==> src/rtl/bpm_test_link_pkg.sv <==
// Shared definitions for the BPM test-link writer and reader: frame layout,
// header field positions, payload pattern constants and the reader state type.
package bpm_test_link_pkg;

  localparam int unsigned FRAME_WORDS = 4;
  localparam logic [1:0]  LAST_WORD   = 2'(FRAME_WORDS - 1);

  localparam logic [2:0]  HDR_MARKER  = 3'b101;
  localparam logic [15:0] PAT_WORD1   = 16'hA5A5;
  localparam logic [15:0] PAT_WORD2   = 16'h5A5A;

  localparam int unsigned HDR_MARKER_MSB = 31;
  localparam int unsigned HDR_MARKER_LSB = 29;
  localparam int unsigned HDR_INDEX_MSB  = 28;
  localparam int unsigned HDR_INDEX_LSB  = 24;
  localparam int unsigned HDR_RSVD_MSB   = 23;
  localparam int unsigned HDR_RSVD_LSB   = 16;
  localparam int unsigned HDR_SEQ_MSB    = 15;
  localparam int unsigned HDR_SEQ_LSB    = 0;

  typedef enum logic [1:0] {
    StIdle,
    StPayload,
    StDiscard
  } link_state_e;

  // Payload word expected at position cnt (1..3) of a frame carrying seq.
  function automatic logic [31:0] expected_word(input logic [15:0] seq, input logic [1:0] cnt);
    logic [31:0] w;
    case (cnt)
      2'd1:    w = {PAT_WORD1, seq};
      2'd2:    w = {PAT_WORD2, ~seq};
      2'd3:    w = {seq, seq};
      default: w = '0;
    endcase
    return w;
  endfunction

endpackage

==> src/rtl/bpm_test_link_sat_counter.sv <==
// Saturating up-counter with synchronous clear; clear beats a coincident increment.
module bpm_test_link_sat_counter #(
  parameter int unsigned WIDTH = 16
) (
  input  logic             clk,
  input  logic             rst,
  input  logic             inc,
  input  logic             clear,
  output logic [WIDTH-1:0] count
);

  always_ff @(posedge clk or posedge rst) begin
    if (rst) begin
      count <= '0;
    end else if (clear) begin
      count <= '0;
    end else if (inc && (count != '1)) begin
      count <= count + 1'b1;
    end
  end

endmodule

==> src/rtl/read_bpm_test_link.sv <==
// Receive-side BPM test-link frame checker with saturating error/frame counters.
// Define BPM_TEST_LINK_PATTERN_CHECK_EN to build the payload pattern comparison.
module read_bpm_test_link
  import bpm_test_link_pkg::*;
#(
  parameter int unsigned COUNT_WIDTH       = 16,
  parameter int unsigned FRAME_COUNT_WIDTH = 32
) (
  input  logic                         auroraUserClk,
  input  logic                         auroraReset,
  input  logic                         auroraChannelUp,
  input  logic                         clearCounters,
  input  logic [4:0]                   expectedBPMindex,
  input  logic [31:0]                  BPM_TEST_AXI_STREAM_RX_tdata,
  input  logic                         BPM_TEST_AXI_STREAM_RX_tvalid,
  input  logic                         BPM_TEST_AXI_STREAM_RX_tlast,
  output logic                         frameStrobe,
  output logic [FRAME_COUNT_WIDTH-1:0] frameCount,
  output logic [COUNT_WIDTH-1:0]       seqErrCount,
  output logic [COUNT_WIDTH-1:0]       lenErrCount,
  output logic [COUNT_WIDTH-1:0]       hdrErrCount,
  output logic [COUNT_WIDTH-1:0]       dataErrCount,
  output logic [15:0]                  lastSeq,
  output logic [4:0]                   lastBPMindex
);

  logic        clk;
  logic        rst;
  logic [31:0] tdata;
  logic        tvalid;
  logic        tlast;

  assign clk    = auroraUserClk;
  assign rst    = auroraReset;
  assign tdata  = BPM_TEST_AXI_STREAM_RX_tdata;
  assign tvalid = BPM_TEST_AXI_STREAM_RX_tvalid;
  assign tlast  = BPM_TEST_AXI_STREAM_RX_tlast;

  logic unused_reserved;
  assign unused_reserved = ^tdata[HDR_RSVD_MSB:HDR_RSVD_LSB];

  link_state_e state_q, state_d;
  logic [1:0]  word_cnt_q, word_cnt_d;
  logic [15:0] seq_q, seq_d;
  logic [4:0]  idx_q, idx_d;
  logic        hdr_ok;

  logic ev_good, ev_len, ev_hdr;
  logic pend_good_q, pend_len_q, pend_hdr_q;
  logic [15:0] pend_seq_q;
  logic [4:0]  pend_idx_q;

  assign hdr_ok = (tdata[HDR_MARKER_MSB:HDR_MARKER_LSB] == HDR_MARKER) &&
                  (tdata[HDR_INDEX_MSB:HDR_INDEX_LSB] == expectedBPMindex);

`ifdef BPM_TEST_LINK_PATTERN_CHECK_EN
  logic data_bad_q, data_bad_d;
  logic word_mismatch;
  logic ev_data;
  logic pend_data_q;

  assign word_mismatch = (tdata != expected_word(seq_q, word_cnt_q));
`endif

  always_comb begin
    state_d    = state_q;
    word_cnt_d = word_cnt_q;
    seq_d      = seq_q;
    idx_d      = idx_q;
    ev_good    = 1'b0;
    ev_len     = 1'b0;
    ev_hdr     = 1'b0;
`ifdef BPM_TEST_LINK_PATTERN_CHECK_EN
    data_bad_d = data_bad_q;
    ev_data    = 1'b0;
`endif
    if (!auroraChannelUp) begin
      state_d    = StIdle;
      word_cnt_d = '0;
    end else if (tvalid) begin
      unique case (state_q)
        StIdle: begin
          // Header faults outrank the single-beat length fault.
          if (!hdr_ok) begin
            ev_hdr  = 1'b1;
            state_d = tlast ? StIdle : StDiscard;
          end else if (tlast) begin
            ev_len = 1'b1;
          end else begin
            seq_d      = tdata[HDR_SEQ_MSB:HDR_SEQ_LSB];
            idx_d      = tdata[HDR_INDEX_MSB:HDR_INDEX_LSB];
            word_cnt_d = 2'd1;
            state_d    = StPayload;
`ifdef BPM_TEST_LINK_PATTERN_CHECK_EN
            data_bad_d = 1'b0;
`endif
          end
        end
        StPayload: begin
`ifdef BPM_TEST_LINK_PATTERN_CHECK_EN
          data_bad_d = data_bad_q | word_mismatch;
`endif
          if (word_cnt_q != LAST_WORD) begin
            if (tlast) begin
              ev_len     = 1'b1;
              word_cnt_d = '0;
              state_d    = StIdle;
            end else begin
              word_cnt_d = word_cnt_q + 2'd1;
            end
          end else if (!tlast) begin
            ev_len     = 1'b1;
            word_cnt_d = '0;
            state_d    = StDiscard;
          end else begin
            word_cnt_d = '0;
            state_d    = StIdle;
`ifdef BPM_TEST_LINK_PATTERN_CHECK_EN
            if (data_bad_q | word_mismatch) ev_data = 1'b1;
            else                            ev_good = 1'b1;
`else
            ev_good = 1'b1;
`endif
          end
        end
        StDiscard: begin
          if (tlast) state_d = StIdle;
        end
        default: state_d = StIdle;
      endcase
    end
  end

  always_ff @(posedge clk or posedge rst) begin
    if (rst) begin
      state_q     <= StIdle;
      word_cnt_q  <= '0;
      seq_q       <= '0;
      idx_q       <= '0;
      pend_good_q <= 1'b0;
      pend_len_q  <= 1'b0;
      pend_hdr_q  <= 1'b0;
      pend_seq_q  <= '0;
      pend_idx_q  <= '0;
    end else begin
      state_q     <= state_d;
      word_cnt_q  <= word_cnt_d;
      seq_q       <= seq_d;
      idx_q       <= idx_d;
      pend_good_q <= ev_good;
      pend_len_q  <= ev_len;
      pend_hdr_q  <= ev_hdr;
      if (ev_good) begin
        pend_seq_q <= seq_q;
        pend_idx_q <= idx_q;
      end
    end
  end

`ifdef BPM_TEST_LINK_PATTERN_CHECK_EN
  always_ff @(posedge clk or posedge rst) begin
    if (rst) begin
      data_bad_q  <= 1'b0;
      pend_data_q <= 1'b0;
    end else begin
      data_bad_q  <= auroraChannelUp ? data_bad_d : 1'b0;
      pend_data_q <= ev_data;
    end
  end
`endif

  // Second stage: commit the completed frame one cycle after its tlast beat.
  logic        seq_synced_q, seq_synced_d;
  logic [15:0] prev_seq_q;
  logic        seq_err_inc;
  logic        frame_strobe_q;
  logic [15:0] last_seq_q;
  logic [4:0]  last_idx_q;

  assign seq_err_inc = pend_good_q && seq_synced_q && (pend_seq_q != 16'(prev_seq_q + 16'd1));

  always_comb begin
    seq_synced_d = seq_synced_q;
    if (!auroraChannelUp || clearCounters) seq_synced_d = 1'b0;
    else if (pend_good_q)                  seq_synced_d = 1'b1;
  end

  always_ff @(posedge clk or posedge rst) begin
    if (rst) begin
      seq_synced_q   <= 1'b0;
      prev_seq_q     <= '0;
      frame_strobe_q <= 1'b0;
      last_seq_q     <= '0;
      last_idx_q     <= '0;
    end else begin
      seq_synced_q   <= seq_synced_d;
      frame_strobe_q <= pend_good_q;
      if (pend_good_q) begin
        prev_seq_q <= pend_seq_q;
        last_seq_q <= pend_seq_q;
        last_idx_q <= pend_idx_q;
      end
    end
  end

  assign frameStrobe  = frame_strobe_q;
  assign lastSeq      = last_seq_q;
  assign lastBPMindex = last_idx_q;

  bpm_test_link_sat_counter #(.WIDTH(FRAME_COUNT_WIDTH)) u_frame_cnt (
    .clk   (clk),
    .rst   (rst),
    .inc   (pend_good_q),
    .clear (clearCounters),
    .count (frameCount)
  );

  bpm_test_link_sat_counter #(.WIDTH(COUNT_WIDTH)) u_seq_err_cnt (
    .clk   (clk),
    .rst   (rst),
    .inc   (seq_err_inc),
    .clear (clearCounters),
    .count (seqErrCount)
  );

  bpm_test_link_sat_counter #(.WIDTH(COUNT_WIDTH)) u_len_err_cnt (
    .clk   (clk),
    .rst   (rst),
    .inc   (pend_len_q),
    .clear (clearCounters),
    .count (lenErrCount)
  );

  bpm_test_link_sat_counter #(.WIDTH(COUNT_WIDTH)) u_hdr_err_cnt (
    .clk   (clk),
    .rst   (rst),
    .inc   (pend_hdr_q),
    .clear (clearCounters),
    .count (hdrErrCount)
  );

`ifdef BPM_TEST_LINK_PATTERN_CHECK_EN
  bpm_test_link_sat_counter #(.WIDTH(COUNT_WIDTH)) u_data_err_cnt (
    .clk   (clk),
    .rst   (rst),
    .inc   (pend_data_q),
    .clear (clearCounters),
    .count (dataErrCount)
  );
`else
  assign dataErrCount = '0;
`endif

endmodule

==> config.mk <==
export PLATFORM = sky130hd
export DESIGN_NAME = read_bpm_test_link
export DESIGN_NICKNAME = d
export VERILOG_FILES = /design/src/rtl/bpm_test_link_pkg.sv /design/src/rtl/bpm_test_link_sat_counter.sv /design/src/rtl/read_bpm_test_link.sv
export SDC_FILE = /design/constraint.sdc
export NUM_CORES = 1
export LEC_CHECK = 0
export BUFFER_PORTS_ARGS = -buffer_cell sky130_fd_sc_hd__buf_2
export CAP_MARGIN = 40
export CORE_ASPECT_RATIO = 0.9
export CORE_MARGIN = 1
export CORE_UTILIZATION = 40
export CTS_CLUSTER_SIZE = 40
export DETAILED_ROUTE_END_ITERATION = 12
export SLEW_MARGIN = 20
export SYNTH_ARGS = -nofsm -noshare
export SYNTH_HDL_FRONTEND = slang
export SYNTH_SLANG_ARGS = --single-unit
export TNS_END_PERCENT = 10
==> constraint.sdc <==
create_clock -name auroraUserClk -period 11.85 [get_ports auroraUserClk]
set_input_delay 2.37 -clock auroraUserClk [delete_from_list [all_inputs] [get_ports auroraUserClk]]
set_output_delay 2.37 -clock auroraUserClk [all_outputs]
set_load 0.05 [all_outputs]
## Word level (Yosys, flattened, before mapping)

Cells that the tools add are included.

| operators by class | value |
|---|---|
| add/subtract/negate cells | 6 |
| equal/unequal tests | 15 |
| bitwise gates (word level) | 1 |
| muxes and demuxes | 39 |
| reductions and logical operators | 18 |

Operator list:

| cell | number |
|---|---|
| $mux 16 | 6 |
| $add 16x1->16 const B | 4 |
| $mux 32 | 2 |
| $ne 16x16->1 const B | 3 |
| $add 32x1->32 const B | 1 |
| $ne 32x32->1 const B | 1 |
| $mux 2 | 12 |
| $mux 1 | 16 |
| $ne 16x16->1 | 1 |
| $reduce_bool 2->1 | 5 |
| $logic_and 1x1->1 | 7 |
| $ne 3x3->1 const B | 2 |
| $pmux 2 s3 | 1 |
| $eq 5x5->1 | 1 |
| $reduce_and 5->1 | 1 |
| $ne 4x4->1 const B | 1 |
| $pmux 2 s2 | 1 |
| $reduce_and 4->1 | 1 |
| $eq 3x3->1 const B | 1 |
| $ne 3x1->1 const B | 1 |
| $add 2x1->2 const B | 1 |
| $eq 2x1->1 const B | 1 |
| $eq 2x2->1 const B | 1 |
| $logic_not 2->1 | 1 |
| other kinds (7) | 7 |

| word-level totals | value |
|---|---|
| register bits after elaboration | 152 |
| bits of input ports | 43 |
| logic and storage cells | 96 |
| output and inout port bits | 118 |

## Depth between registers and ports, before layout

Gate-level depths: netlist of the first run.

| depth | value |
|---|---|
| depth after elaboration | 6 |
| gate-level depth with buffers | 10 |
| depth with buffers taken out | 8 |

## Hierarchy

Synthesis of the first run repeated with hierarchy kept, for this count alone.

| unflattened totals | value |
|---|---|
| cell total of the unflattened synthesis | 805 |
| area total of the unflattened synthesis | 8109.0 µm² |

Modules (own cells, without submodules):

| module | area an instance (µm²) | cells each | times used |
|---|---|---|---|
| read_bpm_test_link | 3572.2 | 316 | 1 |
| bpm_test_link_sat_counter at u_hdr_err_cnt ... | 932.1 | 101 | 3 |
| bpm_test_link_sat_counter at u_frame_cnt | 1740.4 | 186 | 1 |

## Worst setup path before layout of the first run

OpenSTA, ideal clock, no wires.

| timing path | value |
|---|---|
| path type | input to register |
| start | input port BPM_TEST_AXI_STREAM_RX_tdata[26] |
| end | register idx_q[0] |
| setup slack | 7.703 ns |
| data arrival time | 4.022 ns |
| stages | 7 |
| buffers on the path | 1 |
| cell sequence | xnor2_1 > nand4_1 > nor3_1 > nand2_1 > or3_1 > clkbuf_1 > mux2_2 |

| between the ends | value |
|---|---|
| word-level cells in the longest chain between the ends | 3 |

Ends and longest elaborated chain:

| element | RTL line | source |
|---|---|---|
| start, declared | read_bpm_test_link.sv:14 | `input logic [31:0] BPM_TEST_AXI_STREAM_RX_tdata,` |
| $eq 5x5->1 | read_bpm_test_link.sv:54 | `(tdata[HDR_INDEX_MSB:HDR_INDEX_LSB] == expectedBPMindex);` |
| $logic_and 1x1->1 | read_bpm_test_link.sv:53 | `assign hdr_ok = (tdata[HDR_MARKER_MSB:HDR_MARKER_LSB] == HDR_MARKER) &&` |
| $reduce_and 5->1 (no line) | -- |  |
| end signal, assigned | read_bpm_test_link.sv:149 | `idx_q <= idx_d;` |
| end, declared | read_bpm_test_link.sv:45 | `logic [4:0] idx_q, idx_d;` |

Every way passes these cells.
A chain may end at the register's enable or synchronous reset.

## Worst setup path after layout of the first run

| timing path | value |
|---|---|
| start | input port BPM_TEST_AXI_STREAM_RX_tdata[24] |
| end | register seq_q[8] |

| between the ends | value |
|---|---|
| word-level cells in the longest chain between the ends | 3 |

Ends and longest elaborated chain:

| element | RTL line | source |
|---|---|---|
| $eq 5x5->1 | read_bpm_test_link.sv:54 |  |
| $logic_and 1x1->1 | read_bpm_test_link.sv:53 |  |
| $reduce_and 5->1 (no line) | -- |  |
| end signal, assigned | read_bpm_test_link.sv:148 | `seq_q <= seq_d;` |
| end, declared | read_bpm_test_link.sv:44 | `logic [15:0] seq_q, seq_d;` |

Every way passes these cells.

==> results of run 1 <==
## flip-flops by register name (all words and copies together), names as in the netlist, 16 cells and up
register             cells
u_frame_cnt.count       32
u_len_err_cnt.count     16
u_hdr_err_cnt.count     16
u_seq_err_cnt.count     16
seq_q                   16
lastSeq                 16
pend_seq_q              16
## per-layer routing
metal / vias to the layer above / global-route usage, %
li1: 2839 / -
met1: 2776 / 24.5
met2: 129 / 27.1
met3: 13 / 5.02
met4: 0 / 5.67
met5: - / 0
## cells by family (layout without fill, tap and decap cells)
| family | after synthesis | count (layout) | synth area share (%) |
|---|---|---|---|
| compound gates | 72 | 72 | 6.25 |
| xor+xnor | 73 | 73 | 8.52 |
| fa+ha+maj | 7 | 7 | 1.17 |
| buf+inv | 58 | 194 | 3.73 |
| flops | 152 | 152 | 50.7 |
| mux | 51 | 51 | 7.57 |
| other cells | 1 | 16 | 0.0500 |
| simple gates | 335 | 335 | 22.0 |
## report_power, final
part	leakage (nW)	total (mW)	switching, mW	internal [mW]
clock network	0.320	0.609	0.226	0.383
logic	2.12	0.0471	0.0345	0.0126
registers	2.12	0.524	0.00229	0.521
total	4.56	1.18	0.263	0.917
## cell type report
class                           instances  area (µm²)  area share, %
Clock buffer                           19         443           4.85
Clock inverter                         13         218           2.38
Inverter                               17        68.8          0.754
Multi-Input combinational cell        554        3480           38.1
Sequential cell                       152        3800           41.7
Tap cell                              245         307           3.36
Timing Repair Buffer                  145         813           8.91
## cell usage in the layout (no fill, tap or decap), types with 6 or more instances in the layout
cell | synthesis | routed
ha_1 | 7 | 7
or3_1 | 21 | 21
dfrtp_1 | 152 | 152
nor2b_1 | 6 | 6
and4_1 | 8 | 8
xnor2_1 | 43 | 43
and3_1 | 15 | 15
nand4_1 | 20 | 20
a21oi_1 | 27 | 27
xor2_1 | 30 | 30
mux2_2 | 41 | 41
inv_1 | 17 | 16
nand3_1 | 43 | 43
o21ai_0 | 19 | 19
nor2_1 | 82 | 82
conb_1 | 1 | 16
and2_1 | 8 | 8
nand2_1 | 99 | 99
clkbuf_16 | 0 | 17
buf_2 | 2 | 137
nor3_1 | 11 | 11
## final timing paths
path                                                  startpoint                                   to  slack, ps
worst max-delay path            BPM_TEST_AXI_STREAM_RX_tdata[24]                 seq_q[8]$_DFFE_PP0P_       7910
worst min-delay path                       seq_q[11]$_DFFE_PP0P_           pend_seq_q[11]$_DFFE_PP0P_        460
worst max register to register            lastSeq[7]$_DFFE_PP0P_  u_seq_err_cnt.count[12]$_DFFE_PP0P_       9010
worst min register to register             seq_q[11]$_DFFE_PP0P_           pend_seq_q[11]$_DFFE_PP0P_        460
max in group asynchronous                            auroraReset              lastSeq[15]$_DFFE_PP0P_       8730
min in group asynchronous                            auroraReset  u_hdr_err_cnt.count[15]$_DFFE_PP0P_       1930
## stage by stage
stage,setup WS (ps),instances
2_1_floorplan,5390,764
3_3_place_gp,6900,1108
3_5_place_dp,7050,1111
4_1_cts,7500,1143
5_1_grt,7810,1145
6_report,7910,1145
## worst max-delay path: stages
cell and delay [ps]:
buf_2 110, xnor2_1 150, nand4_1 100, nor3_1 160, buf_2 220, nand2_1 90, or3_1 520, buf_8 240
mux2_2 280
==> impl_metrics.csv, run 1 <==
group,metric,value,unit
outcome,status,"finished clean",
yosys,ys.flop_type,"dfrtp_1",
critical_path,critPathCaptureType,"register",
yosys,postSynthCellCount,749,
global_route,grt_pass1_vias,5315,
routing,drt-initial-drc-count,312,
global_route,grt-ovfl-total,0,
routing,wirelength,16400,µm
yosys,synth_common_cells,"dfrtp_1 (152), nand2_1 (99), nor2_1 (82)",
routing,viasPerCell,5.03,
yosys,yosys.cell_count.top_type,"dfrtp_1",
power,ir_drop,0.0000911,V
yosys,synth_top_area_cell,"dfrtp_1",
critical_path,cp_data_required_time,12160,ps
timing,maxSlewViolCount,0,
routing,ant_nets,0,
timing,max_slew.worst_pin.slew,805,ps
finish,utilization,49.6,%
timing,hold-worst-slack,461,ps
cts,hold_buffers,0,
global_route,antenna_found_initial,0,
yosys,synth_area_per_cell,10.0,µm²
routing,wl_per_cell,14.3,µm
timing,period_share,33.3,%
cts,cts_setup_buffers,0,
critical_path,worst-setup-path-type,"primary input to register",
timing,maxSlewHeadroom,46.2,%
power,p_leak,4.56,nW
die,core-area,18400,µm²
timing,fin_tns_setup,0,ps
routing,top_layer_used,"met4",
critical_path,startpoint_type,"primary input",
finish,nets,937,
yosys,synth_cell_type_count,52,
global_route,grt_max_degree,87,
routing,vias,5757,
global_route,grt_pass1_wl,27500,µm
timing,fin_crit,3940,ps
timing,setup_violations,0,
routing,first_pass_iters,4,
yosys,seq_area_frac_synth,50.7,%
cts,clk_pin_slew_worst_paths,70,ps
yosys,synth_area,7500,µm²
finish,syn_to_final_growth,21.7,%
power,power_density,129,nW/µm²
yosys,ys_seq_elements,152,
critical_path,arrival,4250,ps
routing,drc,0,
die,io_pins,161,
global_route,grtUsageTotal,17.8,%
timing,finalHoldViolCount,0,
finish,fin_area,9130,µm²
die,initial_core_util,40.8,%
min_path,hold_path_class,"register to register",
cts,cts_max_level,4,
timing,rsz0062_at_grt,"false",
yosys,yosys-top-cells-area,"dfrtp_1 (51%), mux2_2 (6.2%), xnor2_1 (5.0%), nand2_1 (5.0%), nor2_1 (4.1%)",
routing,dr_wl_met3,772,µm
critical_path,crit_path_max_fanout,16,
cts,clock-root-buffer,"clkbuf_16",
timing,max_freq,0.254,GHz
cts,cts_resized,0,
placement,port_buffers,136,
cts,clock_path_buffers,2,
die,fp.dieArea,19300,µm²
die,die_w,146,µm
die,die_h,132,µm
cts,cts_buffers,17,
yosys,synthArstFlopShare,100,%
routing,met1_length,7940,µm
yosys,synth_top_area_share,50.7,%
power,p_total,1.18,mW
cts,cts_tree,"yes",
critical_path,worstRegToRegCells,8,
die,rows,47,
timing,skew,8.24,ps
finish,antenna_cells,0,
yosys,synth_edf_count,0,
yosys,synth_warnings,0,
placement,placed_area,8440,µm²
placement,dp_hpwl,11100,µm
finish,drive_gt1_share,25.6,%
run,drv_cap,0,
finish,nFillCells,1719,
placement,gp_congestion,0.786,
routing,wl_met2,7470,µm
cts,clk_latency,420,ps
min_path,hold_depth,2,
cts,cts_sinks,152,
Note: power is estimated with default switching activity, not from simulation.
==> inputs of run 2 (changes only) <==
clock period = 3.5 ns   (was 11.85 ns; I/O delays follow)
==> impl_metrics.csv, run 2 (synthesized netlist as in run 1, its figures left out) <==
group,metric,value,unit
critical_path,arrival,3110,ps
finish,antenna_cells,0,
finish,largest_register_ffs,32,
finish,largest-register,"u_frame_cnt.count",
finish,nets,937,
critical_path,crit_path_max_fanout,8,
die,die_w,146,µm
cts,cts_max_level,4,
cts,hold_buffers,0,
power,p_leak,4.52,nW
die,die_h,132,µm
routing,drt-initial-drc-count,320,
timing,maxSlewHeadroom,55.1,%
critical_path,crit_buf_inv,0,
critical_path,cp_data_required_time,3800,ps
timing,setup_violations,0,
timing,skew,19.8,ps
global_route,antenna_found_initial,0,
critical_path,cpPeakStageDelay,440,ps
finish,drive_gt1_share,25.6,%
die,io_pins,161,
cts,cts_tree,"yes",
routing,ant_nets,0,
timing,rsz0062_at_grt,"false",
die,initial_core_util,40.8,%
placement,gp_congestion,0.765,
cts,clk_pin_slew_worst_paths,60,ps
critical_path,critPathCaptureType,"register",
finish,syn_to_final_growth,21.0,%
global_route,grt_max_degree,74,
global_route,grt-ovfl-total,0,
timing,max_slew.worst_pin.slew,673,ps
cts,cts_buffers,17,
cts,clock_path_buffers,2,
critical_path,slowest_stage,"dfrtp_1",
cts,cts_sinks,152,
min_path,hold_path_class,"primary input to async pin",
routing,drc,0,
run,drv_cap,0,
timing,fin_tns_setup,0,ps
timing,fin_crit,2810,ps
global_route,grt_pass1_wl,26900,µm
global_route,grt_pass1_vias,5229,
cts,clock-root-buffer,"clkbuf_16",
routing,wl_per_cell,14.2,µm
timing,maxSlewViolCount,0,
finish,most-common-layout-cells,"dfrtp_1 (152), buf_2 (136), nand2_1 (99)",
routing,viasPerCell,4.96,
cts,cts_setup_buffers,0,
global_route,grtUsageTotal,17.4,%
power,p_total,3.84,mW
die,core-area,18400,µm²
outcome,status,"finished clean",
die,fp.dieArea,19300,µm²
timing,max_freq,0.356,GHz
timing,period_share,80.3,%
critical_path,crit_family,"simple AND/OR/NAND/NOR gates",
routing,wirelength,16300,µm
placement,port_buffers,136,
cts,cts_resized,0,
timing,finalHoldViolCount,0,
finish,final_common_cell,"dfrtp_1",
placement,dp_hpwl,11200,µm
routing,vias,5676,
critical_path,path_cells,"ha_1 > xnor2_1 > or3_1 > a221o_1 > nor4_4 > a211oi_1 > nand3_1 > mux2_1",
die,rows,47,
critical_path,startpoint_type,"register",
cts,clk_latency,430,ps
critical_path,worst-setup-path-type,"register to register",
routing,first_pass_iters,4,
power,ir_drop,0.000302,V
power,power_density,423,nW/µm²
## run 2: stage by stage
step | instance area [µm²] | cells | utilization [%] | setup WS, ps | hold WS (ps)
floorplan | 7560 | 764 | - | 599 | 352
global placement | 8430 | 1111 | 45.8 | 708 | 442
detailed placement | 8450 | 1112 | 45.9 | 701 | 448
CTS | 9070 | 1144 | 49.3 | 684 | 271
global route | 9080 | 1145 | 49.3 | 488 | 300
finish | 9080 | 1145 | 49.3 | 690 | 274
## run 2: area by class of cell
class,instances,area (µm²)
sequential,152,3800
timing repair buffer,145,813
fill,1746,9330
multi-input combinational,554,3480
clock inverter,14,184
inverter,17,67.6
tap,245,307
clock buffer,18,429
## run 2: layer usage
metal  up-vias  part of all wire, %  track usage, %
met1      2717                   48            23.7
met3        10                  4.3            4.33
met5         -                    0               0
li1       2829                    -               -
met2       120                   46            27.1
met4         0                  1.2            5.61
## run 2: where the power goes
part | switching (mW) | internal, mW
logic | 0.116 | 0.0414
registers | 0.00772 | 1.76
clock network | 0.769 | 1.14
total | 0.892 | 2.95
## run 2: final timing paths
kind	start	end	slack (ps)	cells past startpoint
max in group asynchronous	auroraReset	pend_seq_q[0]$_DFFE_PP0P_	2540	3
min in group auroraUserClk	seq_q[5]$_DFFE_PP0P_	pend_seq_q[5]$_DFFE_PP0P_	460	2
setup reg to reg	lastSeq[0]$_DFFE_PP0P_	u_seq_err_cnt.count[12]$_DFFE_PP0P_	690	8
hold reg to reg	seq_q[5]$_DFFE_PP0P_	pend_seq_q[5]$_DFFE_PP0P_	460	2
hold / removal	auroraReset	word_cnt_q[1]$_DFFE_PP0P_	270	2
setup / recovery	lastSeq[0]$_DFFE_PP0P_	u_seq_err_cnt.count[12]$_DFFE_PP0P_	690	8
==> inputs of run 3 (changes only) <==
clock period = 2.5 ns   (was 3.5 ns; I/O delays follow)
==> impl_metrics.csv, run 3 (synthesized netlist as in run 1, its figures left out) <==
group,metric,value,unit
timing,rsz0062_at_grt,"true",
power,ir_drop,0.000494,V
critical_path,critPathCaptureType,"register",
power,p_seq_share,48.2,%
power,power.internal,3.83,mW
cts,cts_buffers,17,
finish,nets,977,
timing,finalHoldViolCount,0,
die,die_w,146,µm
die,core-area,18400,µm²
power,p_switching,1.32,mW
global_route,grt_pass1_wl,27700,µm
timing,setup_violations,0,
finish,syn_to_final_growth,25.0,%
cts,cts_setup_buffers,0,
timing,skew,10.4,ps
die,rows,47,
routing,vias,5819,
global_route,antenna_found_initial,1,
placement,placed_cells,1153,
cts,cts_tree,"yes",
finish,final_common_cell,"dfrtp_1",
timing,maxSlewViolCount,0,
timing,max_freq,0.404,GHz
global_route,grt_max_degree,77,
timing,fin_tns_setup,0,ps
global_route,grtUsageTotal,17.9,%
routing,drt-initial-drc-count,299,
routing,wirelength,16600,µm
placement,dp_hpwl,11500,µm
global_route,grt-ovfl-total,0,
finish,fin_area,9380,µm²
routing,drc,0,
placement,port_buffers,136,
placement,place_ws,-28.9,ps
cts,clk_latency,420,ps
cts,clk_pin_slew_worst_paths,70,ps
critical_path,rr_startpoint,"lastSeq[0]$_DFFE_PP0P_",
finish,antenna_cells,0,
power,switching_share,25.6,%
finish,fin_cells,1185,
finish,drive_gt1_share,30.1,%
die,die_h,132,µm
timing,maxSlewHeadroom,57.8,%
die,initial_core_util,40.8,%
routing,first_pass_iters,4,
critical_path,startpoint_type,"register",
critical_path,worst-setup-path-type,"register to register",
finish,most-common-layout-cells,"dfrtp_1 (150), buf_2 (136), nand2_1 (99)",
finish,largest_register_ffs,32,
global_route,grt_pass1_vias,5419,
timing,finalWorstSetupSlack,23.2,ps
critical_path,crit_path_max_fanout,8,
cts,cts_max_level,4,
placement,gp_congestion,0.823,
outcome,status,"finished clean",
critical_path,r2r_end,"u_seq_err_cnt.count[9]$_DFFE_PP0P_",
routing,ant_nets,0,
routing,viasPerCell,4.91,
critical_path,cp_data_required_time,2800,ps
cts,clock-root-buffer,"clkbuf_16",
min_path,hold_path_class,"primary input to async pin",
cts,clock_path_buffers,2,
die,io_pins,161,
power,power_frac_comb,4.2,%
timing,fin_crit,2480,ps
die,fp.dieArea,19300,µm²
timing,period_share,99.1,%
power,p_leak,4.73,nW
critical_path,worstRegToRegCells,10,
finish,largest-register,"u_frame_cnt.count",
critical_path,arrival,2780,ps
power,power_density,549,nW/µm²
power,pwr-share-clk,47.6,%
routing,wl_per_cell,14.0,µm
placement,placed_area,8750,µm²
run,drv_cap,0,
cts,cts_sinks,152,
critical_path,r2r_setup_slack,20,ps
timing,max_slew.worst_pin.slew,630,ps
## run 3: cell types whose count changed in the layout (fill, tap and decap cells not counted), moves of 2 or more
cell,delta
buf_4,+41
and4_1,-3
and4_2,+3
bufinv_16,-3
clkinv_2,+2
clkinvlp_4,-2
dfrtp_1,-2
dfrtp_2,+2
nor3_1,-2
## run 3: final cells by class
cell class / instances / area, µm²
Fill cell: 1731 / 9030
Sequential cell: 152 / 3810
Multi-Input combinational cell: 554 / 3540
Timing Repair Buffer: 185 / 1100
Clock buffer: 17 / 425
Tap cell: 245 / 307
Clock inverter: 15 / 134
Inverter: 17 / 67.6
## run 3: how the worst max path moves through the flow
stage | start | to | depth (start not counted)
after floorplan | lastSeq[0]$_DFFE_PP0P_ | u_seq_err_cnt.count[12]$_DFFE_PP0P_ | 9
after global placement | lastSeq[3]$_DFFE_PP0P_ | u_seq_err_cnt.count[9]$_DFFE_PP0P_ | 10
after detailed placement | lastSeq[3]$_DFFE_PP0P_ | u_seq_err_cnt.count[9]$_DFFE_PP0P_ | 10
after CTS | lastSeq[3]$_DFFE_PP0P_ | u_seq_err_cnt.count[9]$_DFFE_PP0P_ | 10
after global routing | lastSeq[0]$_DFFE_PP0P_ | u_seq_err_cnt.count[9]$_DFFE_PP0P_ | 10
final | lastSeq[0]$_DFFE_PP0P_ | u_seq_err_cnt.count[9]$_DFFE_PP0P_ | 10
## run 3: metrics by stage
stage	total power, mW	hold slack, ps	utilization [%]
6_report	5.15	111	51.0
5_1_grt	5.36	117	51.0
4_1_cts	5.23	101	50.6
3_5_place_dp	2.75	449	47.6
3_3_place_gp	2.75	444	47.6
2_1_floorplan	2.70	352	-
## run 3: timing repair
action	4_1_cts	5_1_grt
hold buffers	0	0
pin swaps	1	2
resized for setup	2	13
setup endpoints to repair	6	29
## run 3: power groups by stage
stage | Sequential [mW] | Combinational [mW] | Clock (mW)
floorplan | 2.53 | 0.164 | 0
global placement | 2.53 | 0.220 | 0
detailed placement | 2.53 | 0.221 | 0
CTS | 2.48 | 0.222 | 2.53
global route | 2.48 | 0.240 | 2.64
finish | 2.48 | 0.215 | 2.45
## run 3: critical path, cell delays in order (launching register included)
cell,delay (ps)
dfrtp_1,420
ha_1,240
xnor2_1,140
or3_1,300
a221o_1,330
nor4_4,200
buf_12,170
a2111oi_2,60
buf_4,170
and3_1,170
o21ba_1,160
## run 3: metal layers
layer  GRT usage [%]  share of wire (%)  wire (µm)  up-vias
met3            4.36                3.8        628        9
met2            27.8                 46       7700      105
met5               0                  0          0        -
met1            24.6                 49       8130     2784
met4            5.56               0.84        140        0
li1                -                  -          -     2921
